File: src/rtl/cht_shift_seq_pkg.sv
// Shared types and constants for the cht shift sequencer.
// Select vectors are ordered {l,k,j,p,i} to match the cht network pins.
package cht_shift_seq_pkg;

  localparam int CHT_DATA_W = 16;
  localparam int CHT_CNT_W  = 4;

  typedef enum logic [1:0] {
    IDLE  = 2'd0,
    SHIFT = 2'd1,
    DONE  = 2'd2
  } state_t;

  typedef logic [4:0] sel_t;

  // l: pass-through, j: one position toward bit 0, k: one position toward MSB
  localparam sel_t SEL_HOLD  = 5'b10000;
  localparam sel_t SEL_RIGHT = 5'b00100;
  localparam sel_t SEL_LEFT  = 5'b01000;

endpackage

File: src/rtl/cht_shift_seq_if.sv
// Command/response bundle between the requesters/consumer and cht_shift_seq.
//
// Handshake: a transfer happens on a rising edge where valid and ready are
// both high. The valid side holds valid and payload stable until it sees
// ready; dropping valid before ready is allowed and simply means no transfer.
// ready may depend combinationally on valid. rsp_* follows the same rules
// with the sequencer as the valid side.
interface cht_shift_seq_if #(
  parameter int DATA_W = 16,
  parameter int CNT_W  = 4
);

  logic [1:0]             req_valid;
  logic [1:0]             req_ready;
  logic [1:0][DATA_W-1:0] req_data;
  logic [1:0][CNT_W-1:0]  req_amt;
  logic [1:0]             req_dir;
  logic [1:0]             req_fill;

  logic                   rsp_valid;
  logic                   rsp_ready;
  logic [DATA_W-1:0]      rsp_data;
  logic                   rsp_id;

  // Requesters plus response consumer
  modport master (
    output req_valid, req_data, req_amt, req_dir, req_fill, rsp_ready,
    input  req_ready, rsp_valid, rsp_data, rsp_id
  );

  // Sequencer side
  modport slave (
    input  req_valid, req_data, req_amt, req_dir, req_fill, rsp_ready,
    output req_ready, rsp_valid, rsp_data, rsp_id
  );

endinterface

File: src/rtl/cht_rr_arb2.sv
// Two-input round-robin arbiter. When both inputs are valid the prio index
// wins; every grant moves prio to the other index, even an uncontested one.
module cht_rr_arb2 (
  input  logic       clk,
  input  logic       rst_n,
  input  logic [1:0] valid,
  input  logic       en,
  output logic [1:0] grant,
  output logic       gnt_idx
);

  logic prio;

  // Pick the winner and gate the one-hot grant with enable
  always_comb begin
    gnt_idx = (valid == 2'b11) ? prio : valid[1];
    grant   = 2'b00;
    if (en && (valid != 2'b00)) begin
      grant = gnt_idx ? 2'b10 : 2'b01;
    end
  end

  // Hand priority to the loser after each grant
  always_ff @(posedge clk or negedge rst_n) begin
    if (!rst_n) begin
      prio <= 1'b0;
    end else if (grant != 2'b00) begin
      prio <= ~gnt_idx;
    end
  end

endmodule

File: src/rtl/cht_shift_seq.sv
// Sequencer for the cht single-position shift network. Commands from two
// requesters are arbitrated round-robin; each command runs as amt passes
// through the external network, feeding dp_dout back into the working word.
// Optional macro CHT_SHIFT_SEQ_STATS_EN adds the stat_cmds response counter.
module cht_shift_seq
  import cht_shift_seq_pkg::*;
#(
  parameter int DATA_W = CHT_DATA_W,
  parameter int CNT_W  = CHT_CNT_W
) (
  input  logic              clk,
  input  logic              rst_n,
  cht_shift_seq_if.slave    bus,
  output logic [DATA_W-1:0] dp_din,
  output logic              dp_fill,
  output sel_t              dp_sel,
  input  logic [DATA_W-1:0] dp_dout,
  output state_t            dbg_state
`ifdef CHT_SHIFT_SEQ_STATS_EN
  ,
  output logic [15:0]       stat_cmds
`endif
);

  state_t            state;
  logic [DATA_W-1:0] work;
  logic [CNT_W-1:0]  cnt;
  logic              fill_q;
  logic              id_q;
  logic              rsp_valid_q;
  sel_t              sel_q;

  logic [1:0]        grant;
  logic              gnt_idx;
  logic              accept;

  cht_rr_arb2 u_arb (
    .clk     (clk),
    .rst_n   (rst_n),
    .valid   (bus.req_valid),
    .en      (state == IDLE),
    .grant   (grant),
    .gnt_idx (gnt_idx)
  );

  // Grant is already qualified by valid, so any grant is an accept
  assign accept        = (grant != 2'b00);
  assign bus.req_ready = grant;

  // Control FSM; select lines and response valid are registered with the state
  always_ff @(posedge clk or negedge rst_n) begin
    if (!rst_n) begin
      state       <= IDLE;
      work        <= '0;
      cnt         <= '0;
      fill_q      <= 1'b0;
      id_q        <= 1'b0;
      rsp_valid_q <= 1'b0;
      sel_q       <= SEL_HOLD;
    end else begin
      case (state)
        IDLE: begin
          if (accept) begin
            work   <= bus.req_data[gnt_idx];
            cnt    <= bus.req_amt[gnt_idx];
            fill_q <= bus.req_fill[gnt_idx];
            id_q   <= gnt_idx;
            if (bus.req_amt[gnt_idx] != '0) begin
              state <= SHIFT;
              sel_q <= bus.req_dir[gnt_idx] ? SEL_LEFT : SEL_RIGHT;
            end else begin
              state       <= DONE;
              rsp_valid_q <= 1'b1;
            end
          end
        end
        SHIFT: begin
          work <= dp_dout;
          cnt  <= cnt - CNT_W'(1);
          if (cnt == CNT_W'(1)) begin
            state       <= DONE;
            sel_q       <= SEL_HOLD;
            rsp_valid_q <= 1'b1;
          end
        end
        DONE: begin
          if (bus.rsp_ready) begin
            state       <= IDLE;
            rsp_valid_q <= 1'b0;
          end
        end
        default: begin
          state       <= IDLE;
          sel_q       <= SEL_HOLD;
          rsp_valid_q <= 1'b0;
        end
      endcase
    end
  end

  assign dp_din        = work;
  assign dp_fill       = fill_q;
  assign dp_sel        = sel_q;
  assign dbg_state     = state;
  assign bus.rsp_valid = rsp_valid_q;
  assign bus.rsp_data  = work;
  assign bus.rsp_id    = id_q;

`ifdef CHT_SHIFT_SEQ_STATS_EN
  logic [15:0] stat_q;

  // Count completed response handshakes, saturating at all ones
  always_ff @(posedge clk or negedge rst_n) begin
    if (!rst_n) begin
      stat_q <= 16'h0000;
    end else if (rsp_valid_q && bus.rsp_ready && (stat_q != 16'hFFFF)) begin
      stat_q <= stat_q + 16'h0001;
    end
  end

  assign stat_cmds = stat_q;
`endif

endmodule

File: src/flat_wrapper.sv
// flat-port wrapper written by rule: the top's interface ports become plain ports
module cht_shift_seq_flat import cht_shift_seq_pkg::*;
#(
  parameter int DATA_W = CHT_DATA_W,
  parameter int CNT_W  = CHT_CNT_W
)
  (clk, rst_n, dp_din, dp_fill, dp_sel, dp_dout, dbg_state, bus_req_valid, bus_req_data, bus_req_amt, bus_req_dir, bus_req_fill, bus_rsp_ready, bus_req_ready, bus_rsp_valid, bus_rsp_data, bus_rsp_id);
  cht_shift_seq_if #(.DATA_W(DATA_W), .CNT_W(CNT_W)) bus_i ();
  input  logic clk;
  input  logic rst_n;
  output logic [DATA_W-1:0] dp_din;
  output logic dp_fill;
  output sel_t dp_sel;
  input  logic [DATA_W-1:0] dp_dout;
  output state_t dbg_state;
  input wire logic [$bits(bus_i.req_valid)-1:0] bus_req_valid;
  input wire logic [$bits(bus_i.req_data)-1:0] bus_req_data;
  input wire logic [$bits(bus_i.req_amt)-1:0] bus_req_amt;
  input wire logic [$bits(bus_i.req_dir)-1:0] bus_req_dir;
  input wire logic [$bits(bus_i.req_fill)-1:0] bus_req_fill;
  input wire logic [$bits(bus_i.rsp_ready)-1:0] bus_rsp_ready;
  output wire logic [$bits(bus_i.req_ready)-1:0] bus_req_ready;
  output wire logic [$bits(bus_i.rsp_valid)-1:0] bus_rsp_valid;
  output wire logic [$bits(bus_i.rsp_data)-1:0] bus_rsp_data;
  output wire logic [$bits(bus_i.rsp_id)-1:0] bus_rsp_id;
  assign bus_i.req_valid = bus_req_valid;
  assign bus_i.req_data = bus_req_data;
  assign bus_i.req_amt = bus_req_amt;
  assign bus_i.req_dir = bus_req_dir;
  assign bus_i.req_fill = bus_req_fill;
  assign bus_i.rsp_ready = bus_rsp_ready;
  assign bus_req_ready = bus_i.req_ready;
  assign bus_rsp_valid = bus_i.rsp_valid;
  assign bus_rsp_data = bus_i.rsp_data;
  assign bus_rsp_id = bus_i.rsp_id;
  cht_shift_seq #(.DATA_W(DATA_W), .CNT_W(CNT_W)) u_core (.clk(clk), .rst_n(rst_n), .bus(bus_i), .dp_din(dp_din), .dp_fill(dp_fill), .dp_sel(dp_sel), .dp_dout(dp_dout), .dbg_state(dbg_state));
endmodule
File: config.mk
export PLATFORM = sky130hd
export DESIGN_NAME = cht_shift_seq_flat
export DESIGN_NICKNAME = d
export VERILOG_FILES = /design/src/rtl/cht_shift_seq_pkg.sv /design/src/rtl/cht_shift_seq_if.sv /design/src/rtl/cht_rr_arb2.sv /design/src/rtl/cht_shift_seq.sv /design/src/flat_wrapper.sv
export SDC_FILE = /design/constraint.sdc
export NUM_CORES = 1
export LEC_CHECK = 0
export CAP_MARGIN = 20
export CORE_UTILIZATION = 41
export DETAILED_ROUTE_END_ITERATION = 8
export GPL_TIMING_DRIVEN = 0
export PLACE_DENSITY = 0.95
export SLEW_MARGIN = 20
export SYNTH_ARGS = -nofsm -noshare
export SYNTH_HDL_FRONTEND = slang
export SYNTH_SLANG_ARGS = --single-unit
File: constraint.sdc
create_clock -name clk -period 3 [get_ports clk]
set_clock_uncertainty 0.2 [all_clocks]
set_input_delay 0.45 -clock clk [delete_from_list [all_inputs] [get_ports clk]]
set_output_delay 0.45 -clock clk [all_outputs]
set_load 0.01 [all_outputs]
-- Yosys cells after proc, flatten, opt, wreduce, memory -nomap -nowiden
Cells that the tools add are included.
- add/sub/neg operators: 1
- multiply operators: 0
- div/mod/pow operators: 0
- magnitude comparators: 1
- equality and inequality tests: 9
- shift-type cells: 0
- mux-type cells: 30
- bitwise gates (word level): 2
- reduce and logical (&&, ||, !) cells: 11
- operator list (cell ; number):
    $mux W16 ; 3
    $pmux W16 S2 ; 1
    $mux W4 ; 4
    $mux W5 ; 3
    $pmux W5 S3 ; 1
    $mux W2 ; 6
    $mux W1 ; 9
    $pmux W4 S2 ; 1
    $reduce_and A4 Y1 ; 2
    $ne A2 B1 Y1 const B ; 3
    $pmux W2 S3 ; 1
    $reduce_bool A2 Y1 ; 3
    $eq A2 B2 Y1 const B ; 2
    $eq A4 B1 Y1 const B ; 1
    $ne A2 B2 Y1 const B ; 2
    $reduce_and A2 Y1 ; 2
    $reduce_bool A4 Y1 ; 1
    $sub A4 B1 Y4 const B ; 1
    $pmux W1 S3 ; 1
    $reduce_and A3 Y1 ; 1
    $eq A2 B1 Y1 const B ; 1
    $logic_not A2 Y1 ; 1
    $lt A1 B2 Y1 const B ; 1
    $not A1 Y1 ; 2
    $logic_and A1 B1 Y1 ; 1
- bits in registers: 31
- bits in latches: 0
- bits in writable memories: 0
- memory bits (read-only): 0
- input bits: 65
- output and inout bits: 44
- logic and storage cells: 62
- memories kept: 0

-- Logic depth before layout (Yosys ltp)
- word-level depth: 8
- depth in mapped cells: 6
- gate-level depth less buffers: 6

-- Hierarchy
From an unflattened synthesis, not the netlist that was laid out.
- cells, all modules: 198
- area, all modules: 1811.7 um^2
- modules (own cells, without submodules) (module ; times used ; cells each ; area an instance (um^2) ; seq. area each (um^2)):
    cht_shift_seq ; 1 ; 190 ; 1747.9 ; 701.9
    cht_rr_arb2 ; 1 ; 8 ; 63.8 ; 25.0

-- Least setup slack after synthesis
OpenSTA, ideal clock, no wires.
- path type: register to output
- start point: register u_core.state[0] (netlist: u_core.dbg_state[0])
- end point: output port bus_req_ready[0]
- arrival time: 1252 ps
- required time: 2350 ps
- setup slack: 1098 ps
- stages on the path, launching flop included: 6
- buffers on the path: 2
- cell sequence: dfrtp_1 nor2_1 o21ai_0 buf_4 buf_2 a21oi_1
- cells in the longest elaborated chain, start to end: 3
- RTL lines (item ; RTL line ; source):
    start, declared ; cht_shift_seq.sv:25 ; state_t state;
    start signal, assigned ; cht_shift_seq.sv:53 ; state <= IDLE;
    start signal, assigned ; cht_shift_seq.sv:69 ; state <= SHIFT;
    start signal, assigned ; cht_shift_seq.sv:72 ; state <= DONE;
    $logic_not A2 Y1 ; cht_shift_seq.sv:41 ; .en (state == IDLE),
    $logic_and A1 B1 Y1 ; cht_rr_arb2.sv:18 ; if (en && (valid != 2'b00)) begin
    $mux W2 ; cht_rr_arb2.sv:18 ;
    end, declared ; flat_wrapper.sv:22 ; output wire logic [$bits(bus_i.req_ready)-1:0] bus_req_ready;
No other way between the ends.

-- Worst setup path in the final report
- start point: input port bus_req_valid[0]
- end point: output port bus_req_ready[0]
- cells in the longest elaborated chain, start to end: 4
- elaborated cells between the ends (all ways): 6
- classes of those cells: 1 x eq/ne; 3 x mux; 2 x reduce/logical
- RTL lines (item ; RTL line ; source):
    start, declared ; flat_wrapper.sv:16 ; input wire logic [$bits(bus_i.req_valid)-1:0] bus_req_valid;
    $eq A2 B2 Y1 ; cht_rr_arb2.sv:16 ; gnt_idx = (valid == 2'b11) ? prio : valid[1];
    $mux W1 ; cht_rr_arb2.sv:16 ;
    $mux W2 ; cht_rr_arb2.sv:19 ; grant = gnt_idx ? 2'b10 : 2'b01;
    $mux W2 * ; cht_rr_arb2.sv:18 ;
Mark *: on every way between the ends. The rest lies on a longest branch, timed or not.

==> results.cfg <==
[critical_path]
reg2reg_to = u_core.dp_sel[3]
critPathMaxFanout = 10
r2r_cells = 6
timing.rr.start = u_core.cnt[1]
critical_path.startpoint_type = primary input
cp_data_arrival_time_ns = 2.20
end_kind = output port
cp.required_ns = 2.35
startpoint = bus_req_valid[0]
critical_path_class = primary input to output port
cp-endpoint = bus_req_ready[0]
r2r_slack_ns = 1.15

[cells_and_area]
layout_common_cells = clkdlybuf4s50_1 (104), dfrtp_1 (28), nand2_1 (27)
drive_gt1_share_pct = 15.4
fin_area_um2 = 3050
fin_nets = 377
areaGrowthSynthToFinish_pct = 67.2
antenna_cells = 0
final_common_cell = clkdlybuf4s50_1

[drt]
drc_errors = 0
viasPerCell = 5.26
drt_iter0_drc = 99
wl_um = 5490
routed-via-count = 1898
wire_per_inst_um = 15.2
first_pass_iters = 4
ant_nets = 0

[timing]
slew_headroom_pct = 54.4
period_share_pct = 95.0
finalSetupTns_ns = 0
period_needed_ns = 2.85
hold_viol_final = 0
max_freq_mhz = 351
worst_slew_pin_slew_ns = 0.684
slew_violations = 0
rsz0062_at_grt = false
setup_viol = 0

[synth]
synthAdderAreaFrac_pct = 1.37
yosysUniqueCellTypes = 39
ys_seq_area_share_pct = 39.8
synth_edf_count = 0
syn_area_per_cell_um2 = 9.31
synth-simple-area-share_pct = 20.1
synthXorXnorAreaFrac_pct = 0.480
synth_compound_area_share_pct = 17.8
ys_ff_latch = 29
yosysWarnings = 0
ys.flop_type = dfrtp_1
synth_top_family_by_area = simple AND/OR/NAND/NOR gates
synth_mux_area_share_pct = 7.75
syn_inst = 196
ys_async_sr_fraction_pct = 100
syn_area_um2 = 1830

[clocking]
cts_sinks = 29
clock_latency_ns = 0.28
cts_tree = built
cts.reportedPaths.clkPinSlew_ns = 0.06
htreeDepth = 2
cts_max_path_buffers = 2
cts_setup_buffers = 0
numCtsBuffers = 5
root_buffer = clkbuf_8

[placed_design]
dp_hpwl_um = 4130
placed_area_um2 = 2950
io_buffers = 106
place.gp.congestion = 0.751

[global_routing]
grt_overflow = 0
grt_pass1_wl_um = 8320
grt_start_max_net_pins = 30
first_global_vias = 1855
grt.total_usage_pct = 24.4
grt_antenna_before_repair = 0

[power]
power.switching_w = 0.00109
switching_share_pct = 37.6
p_int_w = 0.00181
p_per_area_nw_per_um2 = 950
p_clk_share_pct = 12.2
power_frac_seq_pct = 26.5
cellLeakagePower_nw = 1.34
combPwrFrac_pct = 61.3
ir_drop_mv = 0.502

[floorplan]
initial_utilization_pct = 44.1
rows = 23
die_y_um = 68.7
ios = 109
fp.dieArea_um2 = 4720
core_um2 = 4140
dieWidth_um = 68.7

[run_status]
outcome = finished, final reports clean

[min_path]
holdCritPathClass = primary input to asynchronous set/reset pin

[flow_run]
cap_violations = 0
-- per-layer routing --
metal / vias up / part of all wire (%) / track usage, %
met5: - / 0 / 0
met4: 0 / 0.93 / 7.91
met3: 5 / 9.1 / 6.58
met2: 89 / 51 / 44.2
met1: 893 / 39 / 27.6
li1: 911 / - / -
-- sequential cells by signal (all words and copies together) (netlist names) --
signal                cells
u_core.bus.rsp_data      16
u_core.bus.rsp_id         1
u_core.bus.rsp_valid      1
u_core.cnt                4
u_core.dbg_state          2
u_core.dp_fill            1
u_core.dp_sel             3
u_core.u_arb.prio         1
-- layout make-up --
class / instances / area (um2)
fill: 342 / 1090
timing repair buffer: 106 / 1060
multi-input combinational: 134 / 875
sequential: 29 / 727
buffer: 31 / 216
clock buffer: 7 / 96.3
tap: 50 / 62.6
inverter: 3 / 11.3
clock inverter: 1 / 5.00
-- power by group through the flow --
stage          clock network (W)  logic, W  registers, W
6_report                0.000355   0.00178      0.000768
5_1_grt                 0.000382   0.00195      0.000794
4_1_cts                 0.000364   0.00179      0.000767
3_5_place_dp                   0   0.00178      0.000772
3_3_place_gp                   0   0.00173      0.000758
2_1_floorplan                  0  0.000888      0.000816
-- metrics by stage --
stage	setup WS, ns	total power, W	hold WS [ns]	instances	util, %
2_1_floorplan	1.10	0.00170	-0.0456	197	-
3_3_place_gp	0.0649	0.00249	0.257	353	71.3
3_5_place_dp	0.0516	0.00255	0.256	353	71.1
4_1_cts	0.0310	0.00292	0.0133	361	73.6
5_1_grt	0.0573	0.00313	0.0317	361	73.6
6_report	0.149	0.00290	0.00770	361	73.6
-- how the worst min path moves through the flow --
stage	from	endpoint	slack (ns)	cells after the start
2_1_floorplan	rst_n	u_core.bus.rsp_data[0]	-0.05	0
3_3_place_gp	u_core.dp_sel[4]	u_core.dp_sel[4]	0.26	2
3_5_place_dp	u_core.dp_sel[4]	u_core.dp_sel[4]	0.26	2
4_1_cts	rst_n	u_core.dbg_state[1]	0.01	1
5_1_grt	rst_n	u_core.dbg_state[1]	0.03	1
6_report	rst_n	u_core.u_arb.prio	0.008	1
-- synthesized netlist by cell type, types with 2 or more instances --
master,count,area (um2)
a21oi_1,2,10.0
dfrtp_1,28,701
o211ai_1,12,90.1
a211oi_1,8,60.1
nand3_1,14,70.1
nor2_1,6,22.5
buf_2,5,25.0
a31oi_1,8,50.1
o221ai_1,2,17.5
clkbuf_1,2,7.51
and3_1,10,62.6
nand2_1,27,101
nor2b_1,3,18.8
mux2i_1,13,130
a221o_1,3,30.0
inv_1,3,11.3
buf_4,23,173
ha_1,2,25.0
o21ai_0,5,25.0
-- worst max-delay path, stage by stage --
cell             delay (ns)
clkdlybuf4s50_1        0.56
o21ai_1                0.13
buf_4                  0.19
buf_2                  0.19
a21oi_1                0.14
clkdlybuf4s50_1        0.55
-- kinds of logic (layout without fill, tap and decap cells) --
logic type | count (synthesis) | after routing
buf+inv | 34 | 148
compound gates | 44 | 44
flops | 29 | 29
simple gates | 71 | 71
fa+ha+maj | 2 | 2
mux | 14 | 14
other cells | 1 | 2
xor+xnor | 1 | 1
-- timing repair --
item / CTS / global route
resized for setup: 0 / 2
hold buffers: 0 / 0
endpoints found under the setup margin: 0 / 1
(Power assumes the default switching activity.)
